**config.mk**
```make
export PLATFORM = sky130hd
export DESIGN_NAME = cache_req_ctrl
export DESIGN_NICKNAME = d
export VERILOG_FILES = /design/src/rtl/cache_req_ctrl.sv
export SDC_FILE = /design/constraint.sdc
export NUM_CORES = 1
export LEC_CHECK = 0
export BUFFER_PORTS_ARGS = -buffer_cell sky130_fd_sc_hd__buf_2
export CAP_MARGIN = 5
export CORE_ASPECT_RATIO = 0.7
export CORE_UTILIZATION = 40
export CTS_CLUSTER_DIAMETER = 80
export DETAILED_ROUTE_END_ITERATION = 7
export GPL_ROUTABILITY_DRIVEN = 0
export GPL_TIMING_DRIVEN = 0
export HOLD_SLACK_MARGIN = 0.12
export PLACE_DENSITY_LB_ADDON = 0.1
export SLEW_MARGIN = 25
export SYNTH_ARGS = -nofsm -noshare
export SYNTH_HDL_FRONTEND = slang
export SYNTH_SLANG_ARGS = --single-unit
```
**constraint.sdc**
```tcl
create_clock -name clk -period 1.4 [get_ports clk]
set_clock_uncertainty 0.1 [all_clocks]
set_input_delay 0.07 -clock clk [delete_from_list [all_inputs] [get_ports clk]]
set_output_delay 0.07 -clock clk [all_outputs]
set_load 0.05 [all_outputs]
```
**src/rtl/cache_req_ctrl.sv**
```systemverilog
// cache_req_ctrl: single-outstanding request sequencer in front of a
// direct-mapped L1 (14-bit index, 18-bit tag). Lookup -> optional memory
// fetch with timeout -> one-cycle fill -> response.
// Optional macro CACHE_STATS_EN adds saturating hit/miss counters; when the
// macro is undefined the counter outputs are tied to zero.
module cache_req_ctrl #(
  parameter int ADDR_W      = 32,
  parameter int MEM_TIMEOUT = 255,
  parameter int CNT_W       = 16
) (
  input  logic              clk,
  input  logic              rst,
  input  logic              req_valid,
  input  logic [ADDR_W-1:0] req_addr,
  output logic              req_ready,
  output logic              resp_valid,
  output logic [ADDR_W-1:0] resp_addr,
  output logic              resp_hit,
  output logic              resp_err,
  input  logic              resp_ready,
  output logic [ADDR_W-1:0] cache_addr,
  output logic              cache_we,
  output logic              cache_oe,
  input  logic              cache_found,
  output logic              mem_req,
  output logic [ADDR_W-1:0] mem_addr,
  input  logic              mem_ack,
  output logic [CNT_W-1:0]  hit_count,
  output logic [CNT_W-1:0]  miss_count
);

  localparam logic [2:0] IDLE    = 3'd0;
  localparam logic [2:0] LOOKUP  = 3'd1;
  localparam logic [2:0] MEM_REQ = 3'd2;
  localparam logic [2:0] FILL    = 3'd3;
  localparam logic [2:0] RESP    = 3'd4;

  // Counter only has to reach MEM_TIMEOUT-1.
  localparam int            TO_W    = (MEM_TIMEOUT > 1) ? $clog2(MEM_TIMEOUT) : 1;
  localparam logic [TO_W-1:0] TO_LAST = TO_W'((MEM_TIMEOUT > 0) ? MEM_TIMEOUT - 1 : 0);
  localparam bit            TO_EN   = (MEM_TIMEOUT != 0);

  logic [2:0]        state, state_d;
  logic [ADDR_W-1:0] addr_q;
  logic [TO_W-1:0]   to_cnt;
  logic              hit_q, err_q;
  logic              to_hit;

  assign to_hit = TO_EN && (to_cnt == TO_LAST);

  // Next-state decode; mem_ack beats a same-cycle timeout.
  always_comb begin
    state_d = state;
    case (state)
      IDLE:    if (req_valid) state_d = LOOKUP;
      LOOKUP:  state_d = cache_found ? RESP : MEM_REQ;
      MEM_REQ: begin
        if (mem_ack)     state_d = FILL;
        else if (to_hit) state_d = RESP;
      end
      FILL:    state_d = RESP;
      RESP:    if (resp_ready) state_d = IDLE;
      default: state_d = IDLE;
    endcase
  end

  // State, latched address, timeout counter and response flags.
  always_ff @(posedge clk or posedge rst) begin
    if (rst) begin
      state  <= IDLE;
      addr_q <= '0;
      to_cnt <= '0;
      hit_q  <= 1'b0;
      err_q  <= 1'b0;
    end else begin
      state <= state_d;
      if (state == IDLE && req_valid) addr_q <= req_addr;
      // Held at zero outside MEM_REQ, so it is clear on every entry.
      to_cnt <= (state == MEM_REQ) ? to_cnt + 1'b1 : '0;
      if (state == LOOKUP) begin
        hit_q <= cache_found;
        err_q <= 1'b0;
      end
      if (state == MEM_REQ && !mem_ack && to_hit) err_q <= 1'b1;
    end
  end

  // Outputs decode straight from state so reset drops them asynchronously.
  assign req_ready  = (state == IDLE);
  assign resp_valid = (state == RESP);
  assign resp_addr  = (state == RESP) ? addr_q : '0;
  assign resp_hit   = (state == RESP) && hit_q;
  assign resp_err   = (state == RESP) && err_q;
  assign cache_oe   = (state == LOOKUP);
  assign cache_we   = (state == FILL);
  assign cache_addr = (state == LOOKUP || state == FILL) ? addr_q : '0;
  assign mem_req    = (state == MEM_REQ);
  assign mem_addr   = (state == MEM_REQ) ? addr_q : '0;

`ifdef CACHE_STATS_EN
  logic [CNT_W-1:0] hit_q_cnt, miss_q_cnt;

  // Saturating lookup outcome counters, cleared only by reset.
  always_ff @(posedge clk or posedge rst) begin
    if (rst) begin
      hit_q_cnt  <= '0;
      miss_q_cnt <= '0;
    end else if (state == LOOKUP) begin
      if (cache_found && hit_q_cnt != '1)   hit_q_cnt  <= hit_q_cnt + 1'b1;
      if (!cache_found && miss_q_cnt != '1) miss_q_cnt <= miss_q_cnt + 1'b1;
    end
  end

  assign hit_count  = hit_q_cnt;
  assign miss_count = miss_q_cnt;
`else
  assign hit_count  = '0;
  assign miss_count = '0;
`endif

endmodule

```
# Word level (Yosys, flattened, before mapping)
# Index checks and enable logic that the tools add are counted.
[classes]
n_reduce_logical = 10
mux = 12
addsub = 1
n_eq_ne = 8
[op_table]
columns = ["cell", "count"]
rows = [
  ["$mux W32", 3],
  ["$mux W3", 5],
  ["$pmux W3 S5", 1],
  ["$add A8 B1 Y8 const B", 1],
  ["$eq A8 B8 Y1 const B", 1],
  ["$mux W8", 1],
  ["$eq A3 B2 Y1 const B", 2],
  ["$logic_and A1 B1 Y1", 5],
  ["$eq A3 B1 Y1 const B", 1],
  ["$eq A3 B3 Y1 const B", 1],
  ["$logic_not A3 Y1", 1],
  ["$ne A3 B1 Y1 const B", 1],
  ["$reduce_and A3 Y1", 1],
  ["$mux W1", 2],
  ["$ne A2 B1 Y1 const B", 1],
  ["$ne A2 B2 Y1 const B", 1],
  ["$reduce_bool A2 Y1", 1],
  ["$logic_not A1 Y1", 1],
  ["$logic_or A1 B1 Y1", 1],
]
[word_totals]
out_inout_bits = 135
word_cells = 36
in_bits = 38
regBits = 45

# Longest topological paths before layout
[logic_depth]
ltp_word = 4
ltp_mapped = 6
mapped_depth_nobuf = 5

# Least setup slack after synthesis
# Ideal clock, no wire load.
[synth_timing]
path_kind = "register -> register"
start = "reg state[1]"
end = "reg addr_q[0]"
path_stages_with_launch = 7
period_less_slack_ns = 2.211
setup_ns = 0.125
t_required_ns = 1.175
t_arrival_ns = 1.986
path_slack_ns = -0.811
n_path_buf = 3
path_cell_list = "dfrtp_1 > buf_2 > nor3_2 > and2_1 > buf_6 > buf_12 > mux2_4"
[synth_via]
elab_chain_len = 2
[synth_lines]
columns = ["element", "line_no", "text"]
rows = [
  ["start, declared", "43", "logic [2:0] state, state_d;"],
  ["start signal, assigned", "76", "state <= state_d;"],
  ["$logic_not A3 Y1", "-", ""],
  ["via req_ready", "15", "output logic req_ready,"],
  ["$logic_and A1 B1 Y1", "77", "if (state == IDLE && req_valid) addr_q <= req_addr;"],
  ["end signal, assigned", "77", ""],
  ["end, declared", "44", "logic [ADDR_W-1:0] addr_q;"],
]
# The timed path passes the listed nets, and every way through them passes these cells.
# A chain may end at the register's enable or synchronous reset.

# Final worst setup path
[layout_timing]
start = "reg state[0]"
end = "out resp_addr[26]"
[layout_via]
elab_chain_len = 2
[layout_lines]
columns = ["element", "line_no", "text"]
rows = [
  ["$eq A3 B3 Y1", "91", "assign resp_addr = (state == RESP) ? addr_q : '0;"],
  ["$mux W32", "91", ""],
  ["end, declared", "17", "output logic [ADDR_W-1:0] resp_addr,"],
]
# Every way passes these cells.

==> impl_results.md <==
- Status: finished, violations left
- Failing checks: setup timing
- Initial antenna violation count: 0
- H-tree levels: 2
- Remaining Overflow, GRT: 0
- DRT iter0 DRCs: 98
- Setup ws final: -0.437 ns
- Min-delay worst type: input pin to async pin
- R2R cell count: 6
- Worst setup path class: flop to primary output
- CTS tree: done
- Finished Cell Area: 6170 um^2
- CTS Buf Count: 5
- Starting density of the core: 0.421
- Main synth FF type: dfrtp_1
- Bufs and invs on worst path: 3
- Total wire length: 11300 um
- DR WL/cell: 18.2 um
- Post-Place Cell Area: 4060 um^2
- PD cells: 2220 nW/um^2
- Die extent in y: between 70 and 80 um
- Final hold slack: around 0.27 ns
- Largest net degree at the start of global routing: 25
- Slowest CP cell: dfrtp_2
- Fmax: 0.544 GHz
- Number of global-route vias before repair: 2749
- Die W: 103 um
- Worst r2r dst: addr_q[10]
- Synth Instances: 274
- Vias/cell: 4.73
- Root buf cell: clkbuf_8
- CP endpoint kind: primary output
- Worst vdd ir: roughly 1.3 mV
- Final hold violations: 0
- Fillers: roughly 280
- I/O pins: ~170
- Final setup fails: 138
- Detailed Place HPWL: 5440 um
- Clock tree sinks: 45
- Slew margin rel.: 0.608
- Wire length on met2: ~5800 um
- Async SR Flop Fraction: 1.00
- Slew Limit Fails: 0
- Levels on crit path: 5
- Cell area after synthesis: 2880 um^2
- TNS Setup: -50.39 ns
- Clock buffer depth: 2
- CP top delay family: buffers and inverters
- Multi-input gate area: 1820 um^2
- Clock Latency Late Sink: 0.30 ns
- Min Tclk post-route: 1.84 ns
- Reg area: around 1100 um^2
- Share of the synthesized area in the top cell type: 0.391
- Startpoint Class: flop
- DRT Pass-1 Iters: 4
- Share of layout cells above drive strength 1: 0.722
- Area delta synth->final: 114%
- Met3 routed WL: 697 um
- Crit path largest cell delay: 0.46 ns
- Critical path origin: state[0]
- Worst-path cell chain: nor3b_4 -> buf_6 -> clkbuf_16 -> and2_4 -> buf_8
- Fin crit share: 1.31
- Worst-path fanout max: 7
- DRT antenna net count: 0
- Core box area: 6850 um^2
- Max Cap Viol: 0
- Top cells by area, synth: dfrtp_1 39%, and2_1 22%, mux2_4 16%
- N_diodes: 0
- Slew at the pin closest to its max-slew limit: 0.587 ns
- Worst-path clk slew: 0.09 ns
- Post-synth top cells: 100 x and2_1, 45 x dfrtp_1, 32 x buf_4
- WP data required: approximately 1.2 ns
- Highest routed layer: met4
- Flops & latches, synth: 45
- Post-synthesis cell type count: 30
- R2R Setup Slk: -0.40 ns
- Avg Synthesized Cell Area: 10.5 um^2
- WL met1: 4470 um
- Most frequent cell after synthesis: and2_1
- Die Area: 7560 um^2
- First-pass GRT wire length: 13900 um
- Row count: 25
- Worst path arrival time: 1.67 ns
- DRC Markers: 0
- Post-synthesis sequential area ratio: 0.391
- Pre-CTS WS: -0.641 ns
- GRT Total Usage: 0.243
- Nets@finish: 565
- Vias: 2931
- Port buffer count: 140
- Warnings from Yosys: 0
- RR Startpoint: state[0]
- P_leak: around 3 nW
- Critical Path End: resp_addr[26]
- RSZ-0062 raised after global routing: true
- Post-synth EDFFs: 0
- Post-synth top area cell: dfrtp_1
## routing by layer
| layer | GRT usage | vias up |
|---|---|---|
| met5 | 0 | - |
| met4 | 0.0454 | 0 |
| met3 | 0.0450 | 30 |
| met2 | 0.450 | 139 |
| met1 | 0.295 | 1446 |
| li1 | - | 1316 |
## logic make-up (layout without fill, tap and decap cells)
group | after synthesis | count (layout) | share of synthesized area
adder cells (fa/ha/maj) | 2 | 2 | 0.00868
AND/OR/NAND/NOR | 127 | 127 | 0.267
other | 1 | 32 | 0.00130
XOR/XNOR | 3 | 3 | 0.00912
flip-flops | 45 | 45 | 0.391
buffers and inverters | 50 | 271 | 0.127
multiplexers | 34 | 34 | 0.171
AO/OA/AOI/OAI | 12 | 12 | 0.0252
## worst register-to-register path, stage by stage (launching register included)
cell and delay, ns:
dfrtp_2 0.46, buf_6 0.14, nor3_4 0.19, and2_4 0.18
buf_12 0.15, clkbuf_16 0.17, mux2_4 0.29
## power breakdown
part	internal (mW)	switching, mW	leakage [nW]	total (mW)
Combinational	5.07	5.10	2.43	10.2
Clock	0.583	0.448	0.0585	1.03
Sequential	1.85	0.671	0.546	2.52
## worst min path at each step
stage | startpoint | endpoint | slack (ns) | depth (start not counted)
CTS | rst | err_q | 0.28 | 3
floorplan | mem_ack | err_q | 0.07 | 1
global route | rst | to_cnt[1] | 0.33 | 3
detailed placement | rst | hit_q | 0.06 | 2
global placement | req_addr[4] | addr_q[4] | 0.20 | 2
finish | rst | hit_q | 0.27 | 3
## state kept, by name (all words and copies together) (netlist names)
register  count
hit_q         1
state         3
err_q         1
addr_q       32
to_cnt        8
## cell type report
type / instances / area share
inverter: 3 / 0.00223
buffer: 46 / 0.0802
clock buffer: 7 / 0.0140
clock inverter: 1 / 0.00486
multi-input combinational: 210 / 0.295
tap: 94 / 0.0190
timing repair buffer: 214 / 0.402
sequential: 45 / 0.183
## metrics by stage
step	total power, mW	std cells	utilization
after floorplan	7.77	305	-
after CTS	12.4	605	0.837
after global routing	14.2	620	0.901
after detailed placement	9.01	540	0.593
final	13.7	620	0.901
after global placement	8.92	539	0.588
## cell usage in the layout, fill, tap and decap left out, drive strengths merged, types with 2 or more instances in the layout
cell,instances
clkbuf,18
nand3,4
a21oi,4
ha,2
buf,212
dfrtp,45
xor2,2
inv,3
nand2b,2
and2,100
or3,3
conb,32
nor3,3
dlygate4sd3,37
mux2,33
nand2,3
o21ai,5
nor2b,2
nor2,8
## timing repair
action | in CTS | in global routing
setup endpoints to repair | 138 | 142
setup buffers | 18 | 10
hold buffers | 37 | 0
hold endpoints to repair | 60 | 0
gates cloned | 2 | 7
pin swaps | 14 | 6
resized for setup | 307 | 90
Power figures use the tool's default switching activity.
